===== config.mk =====
export PLATFORM = sky130hd
export DESIGN_NAME = cache_inval_seq
export DESIGN_NICKNAME = d
export VERILOG_FILES = /design/src/rtl/cache_inval_seq.sv
export SDC_FILE = /design/constraint.sdc
export NUM_CORES = 1
export LEC_CHECK = 0
export CORE_ASPECT_RATIO = 0.6
export CORE_MARGIN = 2
export CORE_UTILIZATION = 30
export DETAILED_ROUTE_END_ITERATION = 6
export SETUP_SLACK_MARGIN = 0.02
export SLEW_MARGIN = 5
export SYNTH_ARGS = -nofsm -noshare
export SYNTH_HDL_FRONTEND = slang
export SYNTH_SLANG_ARGS = --single-unit

===== constraint.sdc =====
create_clock -name clk -period 4.4 [get_ports clk]
set_input_delay 0.88 -clock clk [delete_from_list [all_inputs] [get_ports clk]]
set_output_delay 0.88 -clock clk [all_outputs]
set_load 0.02 [all_outputs]

===== src/rtl/cache_inval_seq.sv =====
// Purpose: drives cache valid-RAM write port B, sweeping all lines to zero on flush and issuing queued single-line invalidates.
// Latency: invalidate accepted with an empty queue appears on port B next cycle; flush issues line 0 one cycle after flush_req.
// Backpressure: inv_ready drops when the queue is full or a flush is running; port-B writes dropped by a port-A collision are reissued.
module cache_inval_seq #(
    parameter int WIDTH  = 8,
    parameter int DEEPTH = 3,
    parameter int QDEPTH = 4
) (
    input  logic              clk,
    input  logic              rst_n,
    input  logic              flush_req,
    output logic              flush_busy,
    output logic              flush_done,
    input  logic              inv_valid,
    output logic              inv_ready,
    input  logic [DEEPTH-1:0] inv_addr,
    input  logic              W_en_A,
    input  logic [DEEPTH-1:0] W_addr_A,
    output logic              W_en_B,
    output logic [DEEPTH-1:0] W_addr_B,
    output logic [WIDTH-1:0]  W_data_B
);

    localparam int PW = $clog2(QDEPTH);
    localparam logic [PW:0]       QFULL = QDEPTH[PW:0];
    localparam logic [DEEPTH-1:0] LAST  = {DEEPTH{1'b1}};

    typedef enum logic [1:0] {
        IDLE  = 2'd0,
        FLUSH = 2'd1,
        DONE  = 2'd2
    } state_t;

    state_t            state;
    logic [DEEPTH-1:0] sweep_cnt;

    logic [DEEPTH-1:0] fifo_mem [QDEPTH];
    logic [PW-1:0]     wr_ptr;
    logic [PW-1:0]     rd_ptr;
    logic [PW:0]       count;

    logic fifo_full;
    logic fifo_empty;
    logic collide;
    logic inv_hs;
    logic idle_run;
    logic push;
    logic pop;
    logic bypass;

    assign W_data_B = {WIDTH{1'b0}};

    // Queue status, port-A collision detect and the issue/queue decisions for this cycle
    always_comb begin
        fifo_full  = (count == QFULL);
        fifo_empty = (count == '0);
        // the RAM drops our write when both ports hit the same line
        collide    = W_en_B & W_en_A & (W_addr_B == W_addr_A);
        inv_ready  = (state == IDLE) & ~fifo_full;
        inv_hs     = inv_valid & inv_ready;
        // a flush request wins over all queue activity in the same cycle
        idle_run   = (state == IDLE) & ~flush_req;
        pop        = idle_run & ~collide & ~fifo_empty;
        bypass     = idle_run & ~collide & fifo_empty & inv_hs;
        push       = idle_run & inv_hs & ~bypass;
    end

    // Queue storage; contents need no reset because occupancy gates every read
    always_ff @(posedge clk) begin
        if (push) begin
            fifo_mem[wr_ptr] <= inv_addr;
        end
    end

    // Queue pointers and occupancy; a flush discards everything queued
    always_ff @(posedge clk or negedge rst_n) begin
        if (!rst_n) begin
            wr_ptr <= '0;
            rd_ptr <= '0;
            count  <= '0;
        end else if (state == IDLE && flush_req) begin
            wr_ptr <= '0;
            rd_ptr <= '0;
            count  <= '0;
        end else begin
            if (push) begin
                wr_ptr <= wr_ptr + 1'b1;
            end
            if (pop) begin
                rd_ptr <= rd_ptr + 1'b1;
            end
            if (push && !pop) begin
                count <= count + 1'b1;
            end else if (pop && !push) begin
                count <= count - 1'b1;
            end
        end
    end

    // Sequencer: issues queued/bypassed invalidates, runs the sweep, and holds any write that collided
    always_ff @(posedge clk or negedge rst_n) begin
        if (!rst_n) begin
            state      <= IDLE;
            sweep_cnt  <= '0;
            W_en_B     <= 1'b0;
            W_addr_B   <= '0;
            flush_busy <= 1'b0;
            flush_done <= 1'b0;
        end else begin
            case (state)
                IDLE: begin
                    flush_done <= 1'b0;
                    if (flush_req) begin
                        // any pending retry is abandoned; the sweep rewrites every line anyway
                        state      <= FLUSH;
                        sweep_cnt  <= '0;
                        W_en_B     <= 1'b1;
                        W_addr_B   <= '0;
                        flush_busy <= 1'b1;
                    end else if (collide) begin
                        // hold W_en_B/W_addr_B so the dropped write is reissued
                        W_en_B <= 1'b1;
                    end else if (!fifo_empty) begin
                        W_en_B   <= 1'b1;
                        W_addr_B <= fifo_mem[rd_ptr];
                    end else if (inv_hs) begin
                        W_en_B   <= 1'b1;
                        W_addr_B <= inv_addr;
                    end else begin
                        W_en_B <= 1'b0;
                    end
                end
                FLUSH: begin
                    if (!collide) begin
                        if (sweep_cnt == LAST) begin
                            state      <= DONE;
                            W_en_B     <= 1'b0;
                            flush_done <= 1'b1;
                        end else begin
                            sweep_cnt <= sweep_cnt + 1'b1;
                            W_addr_B  <= sweep_cnt + 1'b1;
                        end
                    end
                end
                DONE: begin
                    state      <= IDLE;
                    flush_busy <= 1'b0;
                    flush_done <= 1'b0;
                end
                default: begin
                    state      <= IDLE;
                    W_en_B     <= 1'b0;
                    flush_busy <= 1'b0;
                    flush_done <= 1'b0;
                end
            endcase
        end
    end

endmodule

==> summary.md, run 1 <==
| Metric | Value |
|---|---|
| Synth top area cells | dfrtp_1, edfxtp_1, ha_1 |
| CTS tree | done |
| Max-cap violations | 0 |
| Final Non-Filler Cells | 231 |
| RSZ-0062 raised after global routing | no |
| Router iterations before antenna repair | 4 |
| Initial drt markers | 76 |
| Routability cong. | 0.7319 |
| PD cells | 619.9 nW/um^2 |
| Final Hold Viols | 0 |
| WL/cell | 13.42 um |
| Slew @ Worst Pin | 865.1 ps |
| HPWL after DPL | 2.339 mm |
| Synth Warn # | 0 |
| Largest net degree at the start of global routing | 19 |
| Crit Path Class | input port to register |
| Initial antenna violation count | 0 |
| DP Cell Count | 223 |
| Crit Path Max Fanout | 16 |
| Die width | 99.03 um |
| Post-route cell area | 1903 sq um |
| Nature of the critical path startpoint | input port |
| Tcrit/Tclk final | 0.6403 |
| Num ports | 26 |
| H-tree depth | 2 |
| Detailed-route via count | 1088 |
| Hold-fix buffers, CTS | 0 |
| Synth top area share | 0.2771 |
| Crit path capture type | register |
| Slew margin rel. | 0.4215 |
| Die Span Y | 61.02 um |
| #FFs+latches synth | 30 |
| Synth async-reset ratio | 0.6000 |
| Antenna diodes | 0 |
| Clk Latency, worst-skew pair | 280 ps |
| Primary FF master, synth | dfrtp_1 |
| Antenna Violating Nets Remaining | 0 |
| WP data arrival | 2800 ps |
| Worst hold path type | register to register |
| F_max | 355.0 MHz |
| Setup bufs post-CTS | 0 |
| EDFF count, synth | 12 |
| CTS root buf | clkbuf_8 |
| Total grt overflow | 0 |
| Core Area | 5130 sq um |
| Nets | 182 |
| Post-route setup TNS | 0 ps |
| Vias in the first global route | 967 |
| Final number of setup-violating endpoints | 0 |
| Area leader, netlist | dfrtp_1 |
| Final clock skew | 2.314 ps |
| PostCTS Resize Cnt | 0 |
| Reg2reg setup slack | 2210 ps |
| Total die area | 6042 sq um |
| Post-Route WL | 3.101 mm |
| Area grow syn2layout | 17.09% |
| Post-Syn Area | 1625 sq um |
| Seq/Total Area, Yosys | 0.4988 |
| Clock sink total | 30 |
| CTS buffer count | 5 |
| Vias per cell | 4.710 |
| Netlist cell types | 38 |
| All-Layer GR Usage | 0.1163 |
| Layout cell share with drive strength beyond 1 | 0.1212 |
| Post-Synthesis Cells | 146 |
| First-pass GRT wire length | 5.037 mm |
| Initial core utilization | 0.3168 |
| Dpl cell area | 1818 sq um |
| Clk slew on worst S/H paths | 70 ps |
| Number of port buffers | 17 |
| Pleak | 0.7666 nW |
| Peak VDD IR | 0.1974 mV |
| Average instance area after synthesis | 11.13 sq um |
| CP required | 4380 ps |
| Slew Limit Fails | 0 |
| Rows | 20 |
| Status | completed |
| DR DRC count | 0 |
| Clk buf depth | 2 |
| Final min period | 2817 ps |
==> cell usage in the layout (no fill, tap or decap), drive strengths merged, types with 3 or more instances in the layout <==
cell type | netlist | final
a21oi | 7 | 7
and2 | 5 | 5
clkbuf | 4 | 5
clkdlybuf4s50 | 0 | 17
conb | 1 | 8
dfrtp | 18 | 18
edfxtp | 12 | 12
ha | 6 | 6
inv | 5 | 5
mux2 | 4 | 4
mux2i | 3 | 3
mux4 | 3 | 3
nand2 | 17 | 17
nand3 | 10 | 10
nor2 | 6 | 6
o21ai | 7 | 7
xnor2 | 3 | 3
xor2 | 3 | 3
==> kinds of logic after synthesis <==
family | Yosys count | synth area share
compound gates | 25 | 0.1024
xor+xnor | 6 | 0.03234
fa+ha+maj | 7 | 0.05851
buf+inv | 18 | 0.06466
flops | 30 | 0.4988
mux | 10 | 0.08776
other cells | 1 | 0.002307
simple gates | 49 | 0.1532
==> where the power goes <==
group	switching, mW	total [mW]	internal (mW)	leakage [nW]
logic	0.277	0.522	0.245	0.391
registers	0.0728	0.440	0.367	0.334
clock network	0.110	0.218	0.108	0.0416
total	0.460	1.18	0.720	0.767
==> registers in the layout, indices dropped and copies added, names as in the netlist <==
register,count
fifo_mem,12
W_addr_B,3
count,3
sweep_cnt,3
rd_ptr,2
state,2
wr_ptr,2
W_en_B,1
flush_busy,1
flush_done,1
==> per-stage QoR <==
step | power (mW) | hold WS, ps | setup slack (ps) | util
after global placement | 0.9725 | 491.8 | 1292 | 0.3544
after CTS | 1.188 | 509.6 | 1572 | 0.3710
final | 1.180 | 501.0 | 1583 | 0.3710
after detailed placement | 0.9713 | 492.7 | 1272 | 0.3544
after floorplan | 0.8239 | 471.1 | 1847 | -
after global routing | 1.283 | 544.2 | 1520 | 0.3710
==> worst paths after layout <==
path | start | end | cells past startpoint
worst max-delay path | W_addr_A[2] | fifo_mem[0][1]$_DFFE_PP_ | 5
worst min-delay path | flush_done$_DFFE_PN0P_ | flush_done$_DFFE_PN0P_ | 2
worst max register to register | W_addr_B[2]$_DFFE_PN0P_ | fifo_mem[0][1]$_DFFE_PP_ | 4
worst min register to register | flush_done$_DFFE_PN0P_ | flush_done$_DFFE_PN0P_ | 2
max in group asynchronous | rst_n | state[0]$_DFFE_PN0P_ | 1
min in group asynchronous | rst_n | W_addr_B[2]$_DFFE_PN0P_ | 1
==> per-layer routing <==
layer  part of all wire  track usage  up-vias
met2               0.35       0.1342       35
met1               0.55       0.1797      509
met3              0.077      0.05221        6
li1                   -            -      538
met5                  0            0        -
met4              0.018      0.04697        0
==> critical path, cell delays in order <==
cell,delay [ps]
clkdlybuf4s50_1,410
xor2_1,170
or4_4,670
a211oi_4,380
and2_1,280
==> cell usage after synthesis (2+ instances only) <==
library cell	number
ha_1	6
xor2_1	3
a22o_1	2
nand3_1	10
a21oi_1	7
mux2_2	4
or3_1	2
dfrtp_1	18
clkbuf_1	4
nand2_1	17
mux4_2	3
o21ai_0	7
o31ai_1	2
mux2i_1	3
edfxtp_1	12
and2_1	5
a31oi_1	2
buf_4	8
nor2_1	6
inv_1	5
xnor2_1	3
==> cell type report <==
class / instances / area [sq um]
Fill cell: 509 / 3227
Inverter: 5 / 18.77
Tap cell: 66 / 82.58
Multi-Input combinational cell: 105 / 735.7
Timing Repair Buffer: 17 / 170.2
Sequential cell: 30 / 810.8
Clock inverter: 3 / 16.27
Clock buffer: 5 / 68.82
(Power assumes the default switching activity.)
==> run 2: changes to the inputs <==
clock period = 2.6 ns   (was 4.4 ns; I/O delays follow)
==> run 2 against run 1 <==
Setup slack got worse by 1400 ps. Critical path depth decreased by 2. Via count grew 5.1%. Core utilization is 0.98 points higher. Largest cell class unchanged. Non-clock buffer count is 7 higher. Sequential cell count stayed put. Sequential power rose by 70%. Highest routed layer unchanged. Hold slack improved by 2.1 ps. Die area stayed put. Clock power grew 65%. Final area grew 2.6%.
==> summary.md, run 2 (synthesized netlist as in run 1, its figures left out) <==
| Metric | Value |
|---|---|
| Initial antenna violation count | 0 (unchanged) |
| Peak VDD IR | 0.3864 mV (+96%) |
| Max-cap violations | 0 (unchanged) |
| CTS root buf | clkbuf_8 |
| RSZ-0062 raised after global routing | no |
| Met3 WL | 300 um (+25%) |
| PostCTS Resize Cnt | 0 (unchanged) |
| Nature of the critical path startpoint | register |
| Slew @ Worst Pin | 710.6 ps (-154.5 ps) |
| Crit Path Max Fanout | 6 (-10) |
| F_max | 413.1 MHz |
| DR DRC count | 0 (unchanged) |
| Dpl cell area | 1871 sq um (+2.9%) |
| Crit Path Class | register to output port |
| Clk Latency, worst-skew pair | 280 ps (about the same) |
| Power, Total | 2.030 mW (+72%) |
| Core Area | 5130 sq um (unchanged) |
| Layout cell share with drive strength beyond 1 | 0.1570 (+0.03576) |
| Area grow syn2layout | 20.17% |
| Detailed-route via count | 1144 (+5.1%) |
| Router iterations before antenna repair | 4 (unchanged) |
| Clk buf depth | 2 (unchanged) |
| Slew Limit Fails | 0 (unchanged) |
| Commonest non-fill, non-tap cell in the layout | dfrtp_1 |
| Met1 WL | 1.754 mm (+2.0%) |
| Largest net degree at the start of global routing | 19 (unchanged) |
| Antenna diodes | 0 (unchanged) |
| Final min period | 2421 ps |
| Clock sink total | 30 (unchanged) |
| Post-route cell area | 1953 sq um (+2.6%) |
| Final number of setup-violating endpoints | 0 (unchanged) |
| Met2 WL | 1.223 mm (+13%) |
| Die width | 99.03 um (unchanged) |
| Vias per cell | 4.807 (+2.1%) |
| Initial core utilization | 0.3168 (unchanged) |
| Slew margin rel. | 0.5226 (+0.1012) |
| Final clock skew | 5.430 ps (+3.116 ps) |
| Crit path capture type | output port |
| Nets | 189 (+3.8%) |
| # fillers | 512 (+0.59%) |
| Top sig layer | met4 |
| HPWL after DPL | 2.467 mm (+5.4%) |
| Num ports | 26 (unchanged) |
| WP data arrival | 1900 ps (-900 ps) |
| CTS tree | done |
| CTS buffer count | 5 (unchanged) |
| Setup bufs post-CTS | 0 (unchanged) |
| Pleak | 0.8040 nW (+4.9%) |
| Status | completed |
| Tcrit/Tclk final | 0.9311 |
| PD cells | 1039 nW/um^2 (+68%) |
| First-pass GRT wire length | 5.416 mm (+7.5%) |
| H-tree depth | 2 (unchanged) |
| Max reg flops | 12 (unchanged) |
| Number of port buffers | 17 (unchanged) |
| All-Layer GR Usage | 0.1212 (+0.004927) |
| Total die area | 6042 sq um (unchanged) |
| Post-Route WL | 3.298 mm (+6.4%) |
| Antenna Violating Nets Remaining | 0 (unchanged) |
| Clk slew on worst S/H paths | 60 ps (about the same) |
| WL/cell | 13.86 um (+3.2%) |
| Vias in the first global route | 1056 (+9.2%) |
| Total grt overflow | 0 (unchanged) |
| CP required | 2080 ps (-2300 ps) |
| Hold-fix buffers, CTS | 0 (unchanged) |
| Leading cell types in the layout, fill and taps excluded | dfrtp_1, nand2_1, clkdlybuf4s50_1 |
| Top reg by flops | fifo_mem |
| Worst hold path type | register to register |
| Die Span Y | 61.02 um (unchanged) |
| Final Hold Viols | 0 (unchanged) |
| Rows | 20 (unchanged) |
| Initial drt markers | 80 (+5.3%) |
| Routability cong. | 0.7866 (+7.5%) |
## run 2: cell type report
type,count,area [sq um],share of cell area
flip-flops and latches,30,810.8,0.4151
multi-input cells,105,735.7,0.3767
repair buffers,24,222.7,0.1140
well taps,66,82.58,0.04228
clock buffers,6,72.57,0.03716
inverters,5,18.77,0.009609
clock inverters,2,10.01,0.005125
## run 2: stage by stage
step           TNS [ps]  hold WS, ps  cells  setup slack (ps)    util
6_report              0        503.1    238             179.2  0.3807
5_1_grt               0        524.7    238             135.3  0.3807
4_1_cts               0        508.8    238             181.0  0.3807
3_5_place_dp     -195.2        495.6    230            -66.82  0.3646
3_3_place_gp     -28.16        494.2    230            -20.72  0.3646
2_1_floorplan         0        224.4    153             406.6       -
## run 2: critical path: stages, from the launching register on
cell and delay [ps]:
dfrtp_1 430, or3b_2 500, and2_1 160, clkdlybuf4s50_1 530
## run 2: worst paths after layout
| kind | from | endpoint | slack, ps | cells after the start |
|---|---|---|---|---|
| worst min register to register | flush_done$_DFFE_PN0P_ | flush_done$_DFFE_PN0P_ | 500 | 2 |
| worst max register to register | count[0]$_DFFE_PN0P_ | count[2]$_DFFE_PN0P_ | 470 | 6 |
| worst min-delay path | flush_done$_DFFE_PN0P_ | flush_done$_DFFE_PN0P_ | 500 | 2 |
| min in group asynchronous | rst_n | W_addr_B[2]$_DFFE_PN0P_ | 580 | 2 |
| worst max-delay path | count[0]$_DFFE_PN0P_ | inv_ready | 180 | 3 |
| max in group asynchronous | rst_n | W_en_B$_DFFE_PN0P_ | 1810 | 2 |
## run 2: power breakdown
group	leakage, nW	internal [mW]	switching, mW	total (mW)
Sequential	0.334	0.622	0.126	0.748
Clock	0.0450	0.185	0.174	0.359
Combinational	0.426	0.437	0.486	0.924
Total	0.804	1.24	0.786	2.03
## run 2: routing by layer
layer | vias up | GRT usage
met2 | 39 | 0.1486
li1 | 549 | -
met3 | 4 | 0.04313
met5 | - | 0
met1 | 552 | 0.1931
met4 | 0 | 0.03523
==> run 3: changes to the inputs <==
==> constraint.sdc (replaced) <==
create_clock -name clk -period 2.6 [get_ports clk]
set_input_delay 0.52 -clock clk [delete_from_list [all_inputs] [get_ports clk]]
set_output_delay 0.52 -clock clk [all_outputs]
set_load 0.005 [all_outputs]
==> run 3 against run 2 <==
Critical path depth up 3. Clock-buffer cell count down 1. Cell count up 0.42%. Maximum frequency up 2.1%. Sequential share of layout area down 0.21 points. Final area up 0.51%. Clock power about the same. Highest routed layer unchanged.
==> summary.md, run 3 (synthesized netlist as in run 1, its figures left out) <==
| Metric | Value |
|---|---|
| Num ports | 26 (unchanged) |
| Max-cap violations | 0 (unchanged) |
| Max reg flops | 12 (unchanged) |
| Post-place setup slack | -36.85 ps (+29.97 ps) |
| HPWL after DPL | 2.448 mm (-0.75%) |
| Top reg by flops | fifo_mem |
| Commonest non-fill, non-tap cell in the layout | dfrtp_1 |
| Slew @ Worst Pin | 793.8 ps (+83.24 ps) |
| WP data arrival | 2570 ps (+670 ps) |
| Core Area | 5130 sq um (unchanged) |
| Final min period | 2371 ps (-49.41 ps) |
| Nets | 190 (+0.53%) |
| Peak VDD IR | 0.2800 mV (-28%) |
| Leading cell types in the layout, fill and taps excluded | dfrtp_1, nand2_1, clkdlybuf4s50_1 |
| Crit Path Class | input port to register |
| Initial antenna violation count | 0 (unchanged) |
| # fillers | 504 (-1.6%) |
| PostCTS Resize Cnt | 0 (unchanged) |
| Antenna diodes | 0 (unchanged) |
| Vias in the first global route | 1066 (+0.95%) |
| Crit path capture type | register |
| Initial core utilization | 0.3168 (unchanged) |
| Dpl cell area | 1878 sq um (+0.40%) |
| Crit Path Max Fanout | 6 (unchanged) |
| Router iterations before antenna repair | 4 (unchanged) |
| Routability cong. | 0.8074 (+2.6%) |
| All-Layer GR Usage | 0.1194 (-0.001802) |
| PD cells | 1002 nW/um^2 (-3.6%) |
| First-pass GRT wire length | 5.340 mm (-1.4%) |
| Initial drt markers | 61 (-24%) |
| Final number of setup-violating endpoints | 0 (unchanged) |
| CP Launch Point | W_addr_A[2] |
| Clk buf depth | 2 (unchanged) |
| Final clock skew | 6.664 ps (+1.234 ps) |
| DR DRC count | 0 (unchanged) |
| Tcrit/Tclk final | 0.9121 (-0.01900) |
| FF-to-FF Start | W_addr_B[2]$_DFFE_PN0P_ |
| Slew Limit Fails | 0 (unchanged) |
| Post-Route WL | 3.237 mm (-1.8%) |
| Area grow syn2layout | 20.79% |
| Antenna Violating Nets Remaining | 0 (unchanged) |
| Detailed-route via count | 1114 (-2.6%) |
| Final worst setup slack | 228.6 ps (+49.41 ps) |
| CTS buffer count | 5 (unchanged) |
| F_max | 421.7 MHz (+2.1%) |
| Critical Path Max Stage Delay | 610 ps (+80 ps) |
| Post-route cell area | 1963 sq um (+0.51%) |
| Status | completed |
| Die width | 99.03 um (unchanged) |
| Die Span Y | 61.02 um (unchanged) |
| Slew margin rel. | 0.4667 (-0.05592) |
| Number of port buffers | 17 (unchanged) |
| Vias per cell | 4.661 (-3.0%) |
| WL/cell | 13.54 um (-2.3%) |
| Clock sink total | 30 (unchanged) |
| Layout cell share with drive strength beyond 1 | 0.1618 (+0.004873) |
| H-tree depth | 2 (unchanged) |
| Nature of the critical path startpoint | input port |
| Total die area | 6042 sq um (unchanged) |
| Worst hold path type | register to register |
| Setup bufs post-CTS | 0 (unchanged) |
| CTS root buf | clkbuf_8 |
| CTS tree | done |
| Clk slew on worst S/H paths | 60 ps (about the same) |
| Worst path cell trace | clkdlybuf4s50_1 -> xor2_1 -> or4_4 -> nor3_2 -> fa_1 -> mux2i_1 |
| Largest net degree at the start of global routing | 19 (unchanged) |
| Rows | 20 (unchanged) |
| Hold-fix buffers, CTS | 0 (unchanged) |
| CP max-delay cell | or4_4 |
| Pleak | 0.8054 nW (+0.18%) |
| Total grt overflow | 0 (unchanged) |
| RSZ-0062 raised after global routing | no |
| Clk Latency, worst-skew pair | 280 ps (about the same) |
| Final Hold Viols | 0 (unchanged) |
| CP required | 2800 ps (+720 ps) |
| HP Start | flush_done$_DFFE_PN0P_ |
## run 3: cell count changes in the layout (fill, tap and decap cells not counted)
| cell | previous run | this run |
|---|---|---|
| clkbuf_1 | 1 | 0 |
| buf_4 | 7 | 8 |
| clkinvlp_4 | 0 | 1 |
| clkinv_2 | 2 | 1 |
| clkinv_1 | 0 | 1 |
## run 3: path summary, 6_finish.rpt
path | to | slack (ps) | depth (start not counted)
worst max-delay path | count[1]$_DFFE_PN0P_ | 230 | 6
worst min-delay path | flush_done$_DFFE_PN0P_ | 500 | 2
worst max register to register | count[1]$_DFFE_PN0P_ | 480 | 5
worst min register to register | flush_done$_DFFE_PN0P_ | 500 | 2
max in group asynchronous | wr_ptr[1]$_DFFE_PN0P_ | 1820 | 2
min in group asynchronous | rd_ptr[0]$_DFFE_PN0P_ | 570 | 2
## run 3: where the power goes
group	switching, mW	total, mW	internal (mW)	leakage (nW)
sequential	0.122	0.744	0.622	0.334
combinational	0.426	0.863	0.438	0.430
clock	0.178	0.361	0.183	0.0416
## run 3: metrics by stage
step | cells | hold slack (ps) | power, mW | setup TNS (ps) | utilization
finish | 239 | 502.7 | 1.968 | 0 | 0.3827
global placement | 231 | 494.2 | 1.616 | -51.96 | 0.3661
CTS | 239 | 509.4 | 1.989 | 0 | 0.3827
floorplan | 153 | 224.4 | 1.328 | 0 | -
global route | 239 | 526.9 | 2.145 | 0 | 0.3827
detailed placement | 231 | 494.5 | 1.621 | -114.9 | 0.3661
## run 3: cell type report
class	count	area, sq um	share of cell area
Clock inverter	3	16.27	0.008286
Clock buffer	5	68.82	0.03505
Timing Repair Buffer	25	230.2	0.1173
Tap cell	66	82.58	0.04207
Sequential cell	30	810.8	0.4130
Multi-Input combinational cell	105	735.7	0.3748
Inverter	5	18.77	0.009560
## run 3: critical path, delay by kind of cell
kind	cells	cell delay, ps
mux	1	150
buf+inv	1	410
xor+xnor	1	160
fa+ha+maj	1	450
simple gates	2	870
## run 3: routing by layer
layer,wire length [um],share of wire,GRT usage
met4,40,0.012,0.04697
met1,1774,0.55,0.1786
met3,217,0.067,0.04313
met5,0,0,0
met2,1204,0.37,0.1554
